## config.mk

```make
export PLATFORM = sky130hd
export DESIGN_NAME = load_store_unit_flat
export DESIGN_NICKNAME = d
export VERILOG_FILES = /design/src/rtl/load_store_unit_pkg.sv /design/src/rtl/load_store_unit_if.sv /design/src/rtl/load_store_unit_align.sv /design/src/rtl/load_store_unit.sv /design/src/flat_wrapper.sv
export SDC_FILE = /design/constraint.sdc
export NUM_CORES = 1
export LEC_CHECK = 0
export ABC_AREA = 1
export CAP_MARGIN = 20
export CORE_ASPECT_RATIO = 0.75
export CORE_UTILIZATION = 40
export CTS_CLUSTER_SIZE = 28
export DETAILED_ROUTE_END_ITERATION = 12
export GPL_TIMING_DRIVEN = 0
export PLACE_DENSITY = 0.74
export RECOVER_POWER = 25
export SYNTH_ARGS = -nofsm -noshare
export SYNTH_HDL_FRONTEND = slang
export SYNTH_HIERARCHICAL = 1
export SYNTH_SLANG_ARGS = --single-unit
```

## constraint.sdc

```tcl
create_clock -name clk -period 3.5 [get_ports clk]
set_input_delay 0.7 -clock clk [delete_from_list [all_inputs] [get_ports clk]]
set_output_delay 0.7 -clock clk [all_outputs]
set_load 0.1 [all_outputs]
```

## src/rtl/load_store_unit_pkg.sv

```systemverilog
// -----------------------------------------------------------------------------
// rv_lsu_pkg
// Shared definitions for the load/store unit: datapath widths, RV32I funct3
// encodings for memory accesses, and the LSU control state type.
// No ports (package).
// -----------------------------------------------------------------------------
package rv_lsu_pkg;

    localparam int XLEN   = 32;  // datapath width; only 32 is supported
    localparam int ADDR_W = 32;  // byte-address width

    // RV32I funct3 for loads; stores reuse F3_B/F3_H/F3_W.
    localparam logic [2:0] F3_B  = 3'b000;
    localparam logic [2:0] F3_H  = 3'b001;
    localparam logic [2:0] F3_W  = 3'b010;
    localparam logic [2:0] F3_BU = 3'b100;
    localparam logic [2:0] F3_HU = 3'b101;

    typedef enum logic [2:0] {
        IDLE     = 3'd0,
        REQ      = 3'd1,
        WAIT_RSP = 3'd2,
        WB       = 3'd3,
        ERR      = 3'd4
    } lsu_state_t;

endpackage

```

## src/rtl/load_store_unit_if.sv

```systemverilog
// -----------------------------------------------------------------------------
// lsu_req_if : execute-stage side of the LSU.
//   master (execute)  drives req_valid/req_is_store/req_funct3/req_addr/
//                     req_wdata/req_rd; observes req_ready, wb_valid/wb_rd/
//                     wb_data, lsu_err, busy.
//   slave  (LSU)      the mirror image.
// lsu_mem_if : data-memory side of the LSU.
//   master (LSU)      drives mem_req_valid/mem_we/mem_addr/mem_wdata/mem_wstrb;
//                     observes mem_req_ready, mem_rsp_valid, mem_rdata.
//   slave  (memory)   the mirror image.
// -----------------------------------------------------------------------------
interface lsu_req_if;
    import rv_lsu_pkg::*;

    logic              req_valid;
    logic              req_ready;
    logic              req_is_store;
    logic [2:0]        req_funct3;
    logic [ADDR_W-1:0] req_addr;
    logic [XLEN-1:0]   req_wdata;
    logic [4:0]        req_rd;
    logic              wb_valid;
    logic [4:0]        wb_rd;
    logic [XLEN-1:0]   wb_data;
    logic              lsu_err;
    logic              busy;

    modport master (
        output req_valid, req_is_store, req_funct3, req_addr, req_wdata, req_rd,
        input  req_ready, wb_valid, wb_rd, wb_data, lsu_err, busy
    );

    modport slave (
        input  req_valid, req_is_store, req_funct3, req_addr, req_wdata, req_rd,
        output req_ready, wb_valid, wb_rd, wb_data, lsu_err, busy
    );
endinterface

interface lsu_mem_if;
    import rv_lsu_pkg::*;

    logic              mem_req_valid;
    logic              mem_req_ready;
    logic              mem_we;
    logic [ADDR_W-1:0] mem_addr;
    logic [XLEN-1:0]   mem_wdata;
    logic [3:0]        mem_wstrb;
    logic              mem_rsp_valid;
    logic [XLEN-1:0]   mem_rdata;

    modport master (
        output mem_req_valid, mem_we, mem_addr, mem_wdata, mem_wstrb,
        input  mem_req_ready, mem_rsp_valid, mem_rdata
    );

    modport slave (
        input  mem_req_valid, mem_we, mem_addr, mem_wdata, mem_wstrb,
        output mem_req_ready, mem_rsp_valid, mem_rdata
    );
endinterface

```

## src/rtl/load_store_unit_align.sv

```systemverilog
// -----------------------------------------------------------------------------
// lsu_align : combinational lane logic for the LSU.
//   is_store    in   1     access is a store
//   funct3      in   3     RV32I memory funct3
//   offset      in   2     byte offset within the word (addr[1:0])
//   store_data  in   XLEN  store data (rs2)
//   load_word   in   XLEN  raw word returned by memory
//   lane_wdata  out  XLEN  store data replicated across lanes
//   lane_wstrb  out  4     byte enables for stores (0 for loads)
//   load_data   out  XLEN  load data shifted down and sign/zero extended
//   illegal     out  1     misaligned access or unsupported funct3
// -----------------------------------------------------------------------------
module lsu_align
    import rv_lsu_pkg::*;
(
    input  logic            is_store,
    input  logic [2:0]      funct3,
    input  logic [1:0]      offset,
    input  logic [XLEN-1:0] store_data,
    input  logic [XLEN-1:0] load_word,
    output logic [XLEN-1:0] lane_wdata,
    output logic [3:0]      lane_wstrb,
    output logic [XLEN-1:0] load_data,
    output logic            illegal
);

    logic [XLEN-1:0] shifted;

    // Store lanes and legality.
    always_comb begin
        // NOTE: every output gets a default before the case so no path can
        // leave it unassigned and infer a latch.
        lane_wdata = store_data;
        lane_wstrb = 4'b0000;
        illegal    = 1'b0;
        if (is_store) begin
            case (funct3)
                F3_B: begin
                    lane_wstrb = 4'b0001 << offset;
                    lane_wdata = {4{store_data[7:0]}};
                end
                F3_H: begin
                    lane_wstrb = 4'b0011 << {offset[1], 1'b0};
                    lane_wdata = {2{store_data[15:0]}};
                    illegal    = offset[0];
                end
                F3_W: begin
                    lane_wstrb = 4'b1111;
                    illegal    = |offset;
                end
                default: illegal = 1'b1;
            endcase
        end else begin
            case (funct3)
                F3_B, F3_BU: illegal = 1'b0;
                F3_H, F3_HU: illegal = offset[0];
                F3_W:        illegal = |offset;
                default:     illegal = 1'b1;
            endcase
        end
    end

    // Load extraction: bring the addressed lane down to bit 0, then extend.
    assign shifted = load_word >> {offset, 3'b000};

    always_comb begin
        load_data = shifted;
        case (funct3)
            F3_B:    load_data = {{(XLEN-8){shifted[7]}}, shifted[7:0]};
            F3_H:    load_data = {{(XLEN-16){shifted[15]}}, shifted[15:0]};
            F3_BU:   load_data = {{(XLEN-8){1'b0}}, shifted[7:0]};
            F3_HU:   load_data = {{(XLEN-16){1'b0}}, shifted[15:0]};
            default: load_data = shifted;
        endcase
    end

endmodule

```

## src/rtl/load_store_unit.sv

```systemverilog
// -----------------------------------------------------------------------------
// load_store_unit : memory-access stage between execute and the register file.
// One load/store in flight. Requests are accepted only in IDLE, issued to data
// memory with a valid/ready handshake, and loads return a one-cycle writeback.
//   clk   in  1            rising-edge clock
//   rst   in  1            synchronous reset, active-high
//   req   lsu_req_if.slave execute request, writeback, lsu_err, busy
//   mem   lsu_mem_if.master data-memory request and response
// All outputs are registered; req_ready is 1 in IDLE and busy is 1 elsewhere.
// -----------------------------------------------------------------------------
module load_store_unit
    import rv_lsu_pkg::*;
(
    input  logic       clk,
    input  logic       rst,
    lsu_req_if.slave   req,
    lsu_mem_if.master  mem
);

    lsu_state_t state;

    // Fields of the accepted request still needed after the accept edge.
    // Address and store data live on in the registered mem_* outputs.
    logic       cap_is_store;
    logic [2:0] cap_funct3;
    logic [1:0] cap_offset;
    logic [4:0] cap_rd;

    // The aligner looks at the live request while IDLE (to build the memory
    // request) and at the captured request afterwards (to extract load data).
    logic            sel_is_store;
    logic [2:0]      sel_funct3;
    logic [1:0]      sel_offset;
    logic [XLEN-1:0] lane_wdata;
    logic [3:0]      lane_wstrb;
    logic [XLEN-1:0] load_data;
    logic            illegal;

    assign sel_is_store = (state == IDLE) ? req.req_is_store  : cap_is_store;
    assign sel_funct3   = (state == IDLE) ? req.req_funct3    : cap_funct3;
    assign sel_offset   = (state == IDLE) ? req.req_addr[1:0] : cap_offset;

    lsu_align u_align (
        .is_store   (sel_is_store),
        .funct3     (sel_funct3),
        .offset     (sel_offset),
        .store_data (req.req_wdata),
        .load_word  (mem.mem_rdata),
        .lane_wdata (lane_wdata),
        .lane_wstrb (lane_wstrb),
        .load_data  (load_data),
        .illegal    (illegal)
    );

    // NOTE: all state and registered outputs use non-blocking assignments so
    // every register samples the pre-edge values regardless of statement order.
    always_ff @(posedge clk) begin
        if (rst) begin
            state             <= IDLE;
            cap_is_store      <= 1'b0;
            cap_funct3        <= 3'b000;
            cap_offset        <= 2'b00;
            cap_rd            <= 5'd0;
            req.req_ready     <= 1'b1;
            req.busy          <= 1'b0;
            req.lsu_err       <= 1'b0;
            req.wb_valid      <= 1'b0;
            req.wb_rd         <= 5'd0;
            req.wb_data       <= '0;
            mem.mem_req_valid <= 1'b0;
            mem.mem_we        <= 1'b0;
            mem.mem_addr      <= '0;
            mem.mem_wdata     <= '0;
            mem.mem_wstrb     <= 4'b0000;
        end else begin
            // Single-cycle pulses default low; wb_rd/wb_data hold.
            req.lsu_err  <= 1'b0;
            req.wb_valid <= 1'b0;

            case (state)
                IDLE: begin
                    if (req.req_valid) begin
                        cap_is_store  <= req.req_is_store;
                        cap_funct3    <= req.req_funct3;
                        cap_offset    <= req.req_addr[1:0];
                        cap_rd        <= req.req_rd;
                        req.req_ready <= 1'b0;
                        req.busy      <= 1'b1;
                        if (illegal) begin
                            state       <= ERR;
                            req.lsu_err <= 1'b1;
                        end else begin
                            state             <= REQ;
                            mem.mem_req_valid <= 1'b1;
                            mem.mem_we        <= req.req_is_store;
                            mem.mem_addr      <= {req.req_addr[ADDR_W-1:2], 2'b00};
                            mem.mem_wdata     <= lane_wdata;
                            mem.mem_wstrb     <= req.req_is_store ? lane_wstrb : 4'b0000;
                        end
                    end
                end

                REQ: begin
                    if (mem.mem_req_ready) begin
                        mem.mem_req_valid <= 1'b0;
                        if (cap_is_store) begin
                            state         <= IDLE;
                            req.req_ready <= 1'b1;
                            req.busy      <= 1'b0;
                        end else begin
                            state <= WAIT_RSP;
                        end
                    end
                end

                WAIT_RSP: begin
                    if (mem.mem_rsp_valid) begin
                        state        <= WB;
                        // x0 is never written, but rd/data are still presented.
                        req.wb_valid <= (cap_rd != 5'd0);
                        req.wb_rd    <= cap_rd;
                        req.wb_data  <= load_data;
                    end
                end

                WB, ERR: begin
                    state         <= IDLE;
                    req.req_ready <= 1'b1;
                    req.busy      <= 1'b0;
                end

                default: begin
                    state         <= IDLE;
                    req.req_ready <= 1'b1;
                    req.busy      <= 1'b0;
                end
            endcase
        end
    end

endmodule

```

## src/flat_wrapper.sv

```systemverilog
// flat-port wrapper written by rule: the top's interface ports become plain ports
module load_store_unit_flat import rv_lsu_pkg::*;
  (clk, rst, req_req_valid, req_req_is_store, req_req_funct3, req_req_addr, req_req_wdata, req_req_rd, req_req_ready, req_wb_valid, req_wb_rd, req_wb_data, req_lsu_err, req_busy, mem_mem_req_valid, mem_mem_we, mem_mem_addr, mem_mem_wdata, mem_mem_wstrb, mem_mem_req_ready, mem_mem_rsp_valid, mem_mem_rdata);
  lsu_req_if req_i ();
  lsu_mem_if mem_i ();
  input  logic clk;
  input  logic rst;
  input wire logic [$bits(req_i.req_valid)-1:0] req_req_valid;
  input wire logic [$bits(req_i.req_is_store)-1:0] req_req_is_store;
  input wire logic [$bits(req_i.req_funct3)-1:0] req_req_funct3;
  input wire logic [$bits(req_i.req_addr)-1:0] req_req_addr;
  input wire logic [$bits(req_i.req_wdata)-1:0] req_req_wdata;
  input wire logic [$bits(req_i.req_rd)-1:0] req_req_rd;
  output wire logic [$bits(req_i.req_ready)-1:0] req_req_ready;
  output wire logic [$bits(req_i.wb_valid)-1:0] req_wb_valid;
  output wire logic [$bits(req_i.wb_rd)-1:0] req_wb_rd;
  output wire logic [$bits(req_i.wb_data)-1:0] req_wb_data;
  output wire logic [$bits(req_i.lsu_err)-1:0] req_lsu_err;
  output wire logic [$bits(req_i.busy)-1:0] req_busy;
  output wire logic [$bits(mem_i.mem_req_valid)-1:0] mem_mem_req_valid;
  output wire logic [$bits(mem_i.mem_we)-1:0] mem_mem_we;
  output wire logic [$bits(mem_i.mem_addr)-1:0] mem_mem_addr;
  output wire logic [$bits(mem_i.mem_wdata)-1:0] mem_mem_wdata;
  output wire logic [$bits(mem_i.mem_wstrb)-1:0] mem_mem_wstrb;
  input wire logic [$bits(mem_i.mem_req_ready)-1:0] mem_mem_req_ready;
  input wire logic [$bits(mem_i.mem_rsp_valid)-1:0] mem_mem_rsp_valid;
  input wire logic [$bits(mem_i.mem_rdata)-1:0] mem_mem_rdata;
  assign req_i.req_valid = req_req_valid;
  assign req_i.req_is_store = req_req_is_store;
  assign req_i.req_funct3 = req_req_funct3;
  assign req_i.req_addr = req_req_addr;
  assign req_i.req_wdata = req_req_wdata;
  assign req_i.req_rd = req_req_rd;
  assign req_req_ready = req_i.req_ready;
  assign req_wb_valid = req_i.wb_valid;
  assign req_wb_rd = req_i.wb_rd;
  assign req_wb_data = req_i.wb_data;
  assign req_lsu_err = req_i.lsu_err;
  assign req_busy = req_i.busy;
  assign mem_mem_req_valid = mem_i.mem_req_valid;
  assign mem_mem_we = mem_i.mem_we;
  assign mem_mem_addr = mem_i.mem_addr;
  assign mem_mem_wdata = mem_i.mem_wdata;
  assign mem_mem_wstrb = mem_i.mem_wstrb;
  assign mem_i.mem_req_ready = mem_mem_req_ready;
  assign mem_i.mem_rsp_valid = mem_mem_rsp_valid;
  assign mem_i.mem_rdata = mem_mem_rdata;
  load_store_unit u_core (.clk(clk), .rst(rst), .req(req_i), .mem(mem_i));
endmodule
```

==> results of run 1 <==
stage by stage:
stage	std cells	cell area, sq um	setup WS [ns]
final	1275	8765	0.2935
after global routing	1275	8765	0.03894
after CTS	1275	8782	0.3118
after detailed placement	1243	8170	0.1140
after global placement	1243	8170	0.1306
after floorplan	851	5779	0.9785
path summary, 6_finish.rpt:
check	from	end	slack [ns]
max reg2reg	u_core/state[2]$_SDFFE_PP0P_	u_core/mem.mem_wdata[5]$_SDFFE_PP0P_	0.29
min reg2reg	u_core/cap_funct3[1]$_SDFFE_PP0P_	u_core/cap_funct3[1]$_SDFFE_PP0P_	0.45
max	u_core/state[2]$_SDFFE_PP0P_	u_core/mem.mem_wdata[5]$_SDFFE_PP0P_	0.29
min	u_core/cap_funct3[1]$_SDFFE_PP0P_	u_core/cap_funct3[1]$_SDFFE_PP0P_	0.45
worst max-delay path: cells and delay by family, from the launching register on:
kind                   cells  cell delay (ns)
flip-flops                 1             0.34
AO/OA/AOI/OAI              3             0.57
AND/OR/NAND/NOR            5             0.72
buffers and inverters      6             1.45
sequential cells by signal (all words and copies together), names as in the netlist:
signal / flops
u_core/req.busy: 1
u_core/cap_is_store: 1
u_core/req.wb_rd: 5
u_core/mem.mem_addr: 30
u_core/req.lsu_err: 1
u_core/req.req_ready: 1
u_core/req.wb_data: 32
u_core/mem.mem_wdata: 32
u_core/cap_offset: 2
u_core/mem.mem_req_valid: 1
u_core/state: 3
u_core/cap_rd: 5
u_core/mem.mem_wstrb: 4
u_core/req.wb_valid: 1
u_core/mem.mem_we: 1
u_core/cap_funct3: 3
cell type report:
class	count	area [sq um]
Buffer	69	424.2
Clock buffer	21	480.5
Clock inverter	11	131.4
Fill cell	1288	5124
Inverter	30	115.1
Multi-Input combinational cell	629	2760
Sequential cell	123	2462
Tap cell	175	219.0
Timing Repair Buffer	217	2172
cells by family (layout without fill, tap and decap cells):
kind of cell / after synthesis / in the layout / share of synthesized area
AOI/OAI and AO/OA: 151 / 151 / 0.1347
buffers and inverters: 99 / 348 / 0.09359
other: 1 / 2 / 0.0006493
and+or+nand+nor: 476 / 476 / 0.3447
DFF: 123 / 123 / 0.4263
per-layer routing:
| metal | routed length [um] | GRT usage |
|---|---|---|
| met1 | 9462 | 0.3792 |
| met2 | 7589 | 0.3706 |
| met3 | 1370 | 0.05721 |
| met4 | 550 | 0.1180 |
| met5 | 0 | 0 |
cell usage in the layout (no fill, tap or decap), types with 5 or more instances in the layout:
cell type,Yosys,layout
sky130_fd_sc_hd__nand3_1,89,89
sky130_fd_sc_hd__buf_6,10,10
sky130_fd_sc_hd__nand4_1,5,5
sky130_fd_sc_hd__inv_1,26,26
sky130_fd_sc_hd__clkbuf_16,0,17
sky130_fd_sc_hd__buf_4,19,19
sky130_fd_sc_hd__dfxtp_1,123,123
sky130_fd_sc_hd__a22oi_1,7,7
sky130_fd_sc_hd__clkdlybuf4s50_1,0,179
sky130_fd_sc_hd__buf_2,13,11
sky130_fd_sc_hd__clkbuf_1,25,25
sky130_fd_sc_hd__nand2_1,229,229
sky130_fd_sc_hd__o21ai_0,65,63
sky130_fd_sc_hd__dlygate4sd3_1,0,38
sky130_fd_sc_hd__a21oi_1,57,57
sky130_fd_sc_hd__nor2_1,136,137
sky130_fd_sc_hd__o21ai_1,20,22
repair_timing:
item | 4_1_cts | 5_1_grt
buffers inserted | 0 | 0
endpoints found under the setup margin | 0 | 31
resized for setup | 0 | 5
==> impl_results.html, run 1 <==
<table>
<tr><th>Metric</th><th>Value</th></tr>
<tr><th colspan="2">Status</th></tr>
<tr><td>Result of the run</td><td>finished clean</td></tr>
<tr><th colspan="2">Synth</th></tr>
<tr><td>Share of the synthesized area in the top cell type</td><td>0.4263</td></tr>
<tr><td>Share of flip-flops with an asynchronous set or reset after synthesis</td><td>0</td></tr>
<tr><td>Cell taking the most area after synthesis</td><td>sky130_fd_sc_hd__dfxtp_1</td></tr>
<tr><td>Avg Cell Area, Syn</td><td>6.795 sq um</td></tr>
<tr><td>Cell variety after synth</td><td>28</td></tr>
<tr><td>Count of flip-flops with a built-in enable after synthesis</td><td>0</td></tr>
<tr><td>Synthesized instance count</td><td>850</td></tr>
<tr><td>Warnings from Yosys</td><td>6</td></tr>
<tr><td>Sequential fraction of the synthesis area</td><td>0.4263</td></tr>
<tr><td>Most used flip-flop cell after synthesis</td><td>sky130_fd_sc_hd__dfxtp_1</td></tr>
<tr><td>Count leader, synth</td><td>sky130_fd_sc_hd__nand2_1</td></tr>
<tr><td>Netlist area before placement</td><td>5776 sq um</td></tr>
<tr><td>Area contributors post-synth</td><td>sky130_fd_sc_hd__dfxtp_1 43%, sky130_fd_sc_hd__nand2_1 15%, sky130_fd_sc_hd__nor2_1 8.8%</td></tr>
<tr><td>Post-synthesis sequential element count</td><td>123</td></tr>
<tr><td>Most common library cells after synthesis</td><td>229 x sky130_fd_sc_hd__nand2_1, 136 x sky130_fd_sc_hd__nor2_1, 123 x sky130_fd_sc_hd__dfxtp_1</td></tr>
<tr><th colspan="2">Routing</th></tr>
<tr><td>First DRT Iteration DRCs</td><td>539</td></tr>
<tr><td>Total via count in the routed design</td><td>6,293</td></tr>
<tr><td>Routed wire length</td><td>18.97 mm</td></tr>
<tr><td>Residual DRC</td><td>0</td></tr>
<tr><td>Per-cell routed wire length</td><td>14.88 um</td></tr>
<tr><td>Ratio of routed vias to standard cells</td><td>4.936</td></tr>
<tr><td>First-pass iteration count of the detailed router</td><td>7</td></tr>
<tr><td>Antenna viol nets, final</td><td>0</td></tr>
<tr><th colspan="2">Clocking</th></tr>
<tr><td>Clock net sink count</td><td>123</td></tr>
<tr><td>Htree depth</td><td>4</td></tr>
<tr><td>Clock tree from TritonCTS</td><td>yes</td></tr>
<tr><td>CTS Buf Count</td><td>17</td></tr>
<tr><td>Clock latency of the later-clocked register in the worst-skew pair</td><td>0.42 ns</td></tr>
<tr><td>Number of buffers added to fix hold violations after cts</td><td>0</td></tr>
<tr><td>Max Buffers Root-to-Sink</td><td>2</td></tr>
<tr><td>Clock root cell</td><td>sky130_fd_sc_hd__clkbuf_16</td></tr>
<tr><td>Clock Pin Slew Worst Setup and Hold Paths</td><td>0.06 ns</td></tr>
<tr><th colspan="2">Worst hold path</th></tr>
<tr><td>Cell depth of the worst min-delay path</td><td>2</td></tr>
<tr><td>Worst min-delay path category</td><td>flop to flop</td></tr>
<tr><th colspan="2">Placement</th></tr>
<tr><td>I/O Buffers</td><td>217</td></tr>
<tr><td>Placed wire-length estimate</td><td>14.54 mm</td></tr>
<tr><td>Weighted congestion reported at the end of routability-driven placement</td><td>0.8990</td></tr>
<tr><th colspan="2">Layout</th></tr>
<tr><td>Net count of the finished layout</td><td>1,197</td></tr>
<tr><td>Post-synthesis to final-layout area growth</td><td>51.75%</td></tr>
<tr><td>Fraction of layout instances using a drive strength above 1</td><td>0.08091</td></tr>
<tr><td>Diode count</td><td>0</td></tr>
<tr><td>Final core occ</td><td>0.6311</td></tr>
<tr><th colspan="2">Floorplanning</th></tr>
<tr><td>Core Region</td><td>13,890 sq um</td></tr>
<tr><td>Die extent in y</td><td>106.1 um</td></tr>
<tr><td>Die X-Extent</td><td>140.8 um</td></tr>
<tr><td>Initial standard-cell utilization of the core</td><td>0.4159</td></tr>
<tr><td>I/O pin total</td><td>221</td></tr>
<tr><td>Die area</td><td>14,930 sq um</td></tr>
<tr><td>Standard-cell row count</td><td>37</td></tr>
<tr><th colspan="2">Timing</th></tr>
<tr><td>Tcrit/Tclk final</td><td>0.9161</td></tr>
<tr><td>Worst hold margin</td><td>0.4495 ns</td></tr>
<tr><td>Max-Slew Margin vs Limit</td><td>0.3065</td></tr>
<tr><td>Post-route setup TNS</td><td>0 ns</td></tr>
<tr><td>Tightest Pin Transition</td><td>1.037 ns</td></tr>
<tr><td>Number of hold violations in the final report</td><td>0</td></tr>
<tr><td>Max Clk Rate</td><td>311.9 MHz</td></tr>
<tr><td>Min cycle time layout</td><td>3.206 ns</td></tr>
<tr><td>Worst clock skew on the final layout</td><td>0.007754 ns</td></tr>
<tr><td>RSZ-0062 raised after global routing</td><td>no</td></tr>
<tr><td>Finish-stage setup viols</td><td>0</td></tr>
<tr><td>Number of max-slew violations in the final report</td><td>0</td></tr>
<tr><th colspan="2">Setup path</th></tr>
<tr><td>Critical-path cell list</td><td>nor2_4 -&gt; nand2_4 -&gt; inv_1 -&gt; clkbuf_1 -&gt; o21ai_0 -&gt; buf_2 -&gt; nor2_2 -&gt; buf_2 -&gt; o21ai_1 -&gt; inv_1 -&gt; nand2_4 -&gt; buf_1 -&gt; o21ai_0 -&gt; nor2_1</td></tr>
<tr><td>Setup Crit Path Kind</td><td>flop to flop</td></tr>
<tr><td>Type of element capturing the critical path</td><td>flop</td></tr>
<tr><td>Stage delay of the slowest cell on the critical path</td><td>0.34 ns</td></tr>
<tr><td>Required time at the endpoint of the critical path</td><td>3.80 ns</td></tr>
<tr><td>CP startpoint kind</td><td>flop</td></tr>
<tr><td>Peak fanout along the critical path</td><td>10</td></tr>
<tr><td>Highest-delay cell along the critical path</td><td>sky130_fd_sc_hd__dfxtp_1</td></tr>
<tr><td>Worst-case reg-to-reg path depth</td><td>14</td></tr>
<tr><td>Critical path data arrival time</td><td>3.50 ns</td></tr>
<tr><th colspan="2">Global route</th></tr>
<tr><td>Maximum number of pins on one net before global-route repair</td><td>17</td></tr>
<tr><td>Remaining global-route overflow</td><td>0</td></tr>
<tr><td>Number of antenna violations at the first check in global routing</td><td>0</td></tr>
<tr><td>Vias in the first global route</td><td>5,842</td></tr>
<tr><td>Wire length of the first global-routing pass</td><td>30.23 mm</td></tr>
<tr><td>Total GRT Usage</td><td>0.2627</td></tr>
<tr><th colspan="2">Flow run</th></tr>
<tr><td>Number of max-cap violations</td><td>0</td></tr>
</table>
Power of run 1 is left out: the tool's default activity adds up to more than one toggle a clock period on the data nets, which glitch-free logic cannot reach.
==> run 2, diff against run 1 <==
- TNS_END_PERCENT: not set -> 1
==> results of run 2 <==
Same layout as run 1: the final DEF is identical, and so are final timing and power.
Power of run 2 is left out for the same reason.
==> run 3, diff against run 2 <==
- SKIP_LAST_GASP: not set -> 1
==> results of run 3 <==
Same layout as run 1: the final DEF is identical, and so are final timing and power.
Power of run 3 is left out for the same reason.
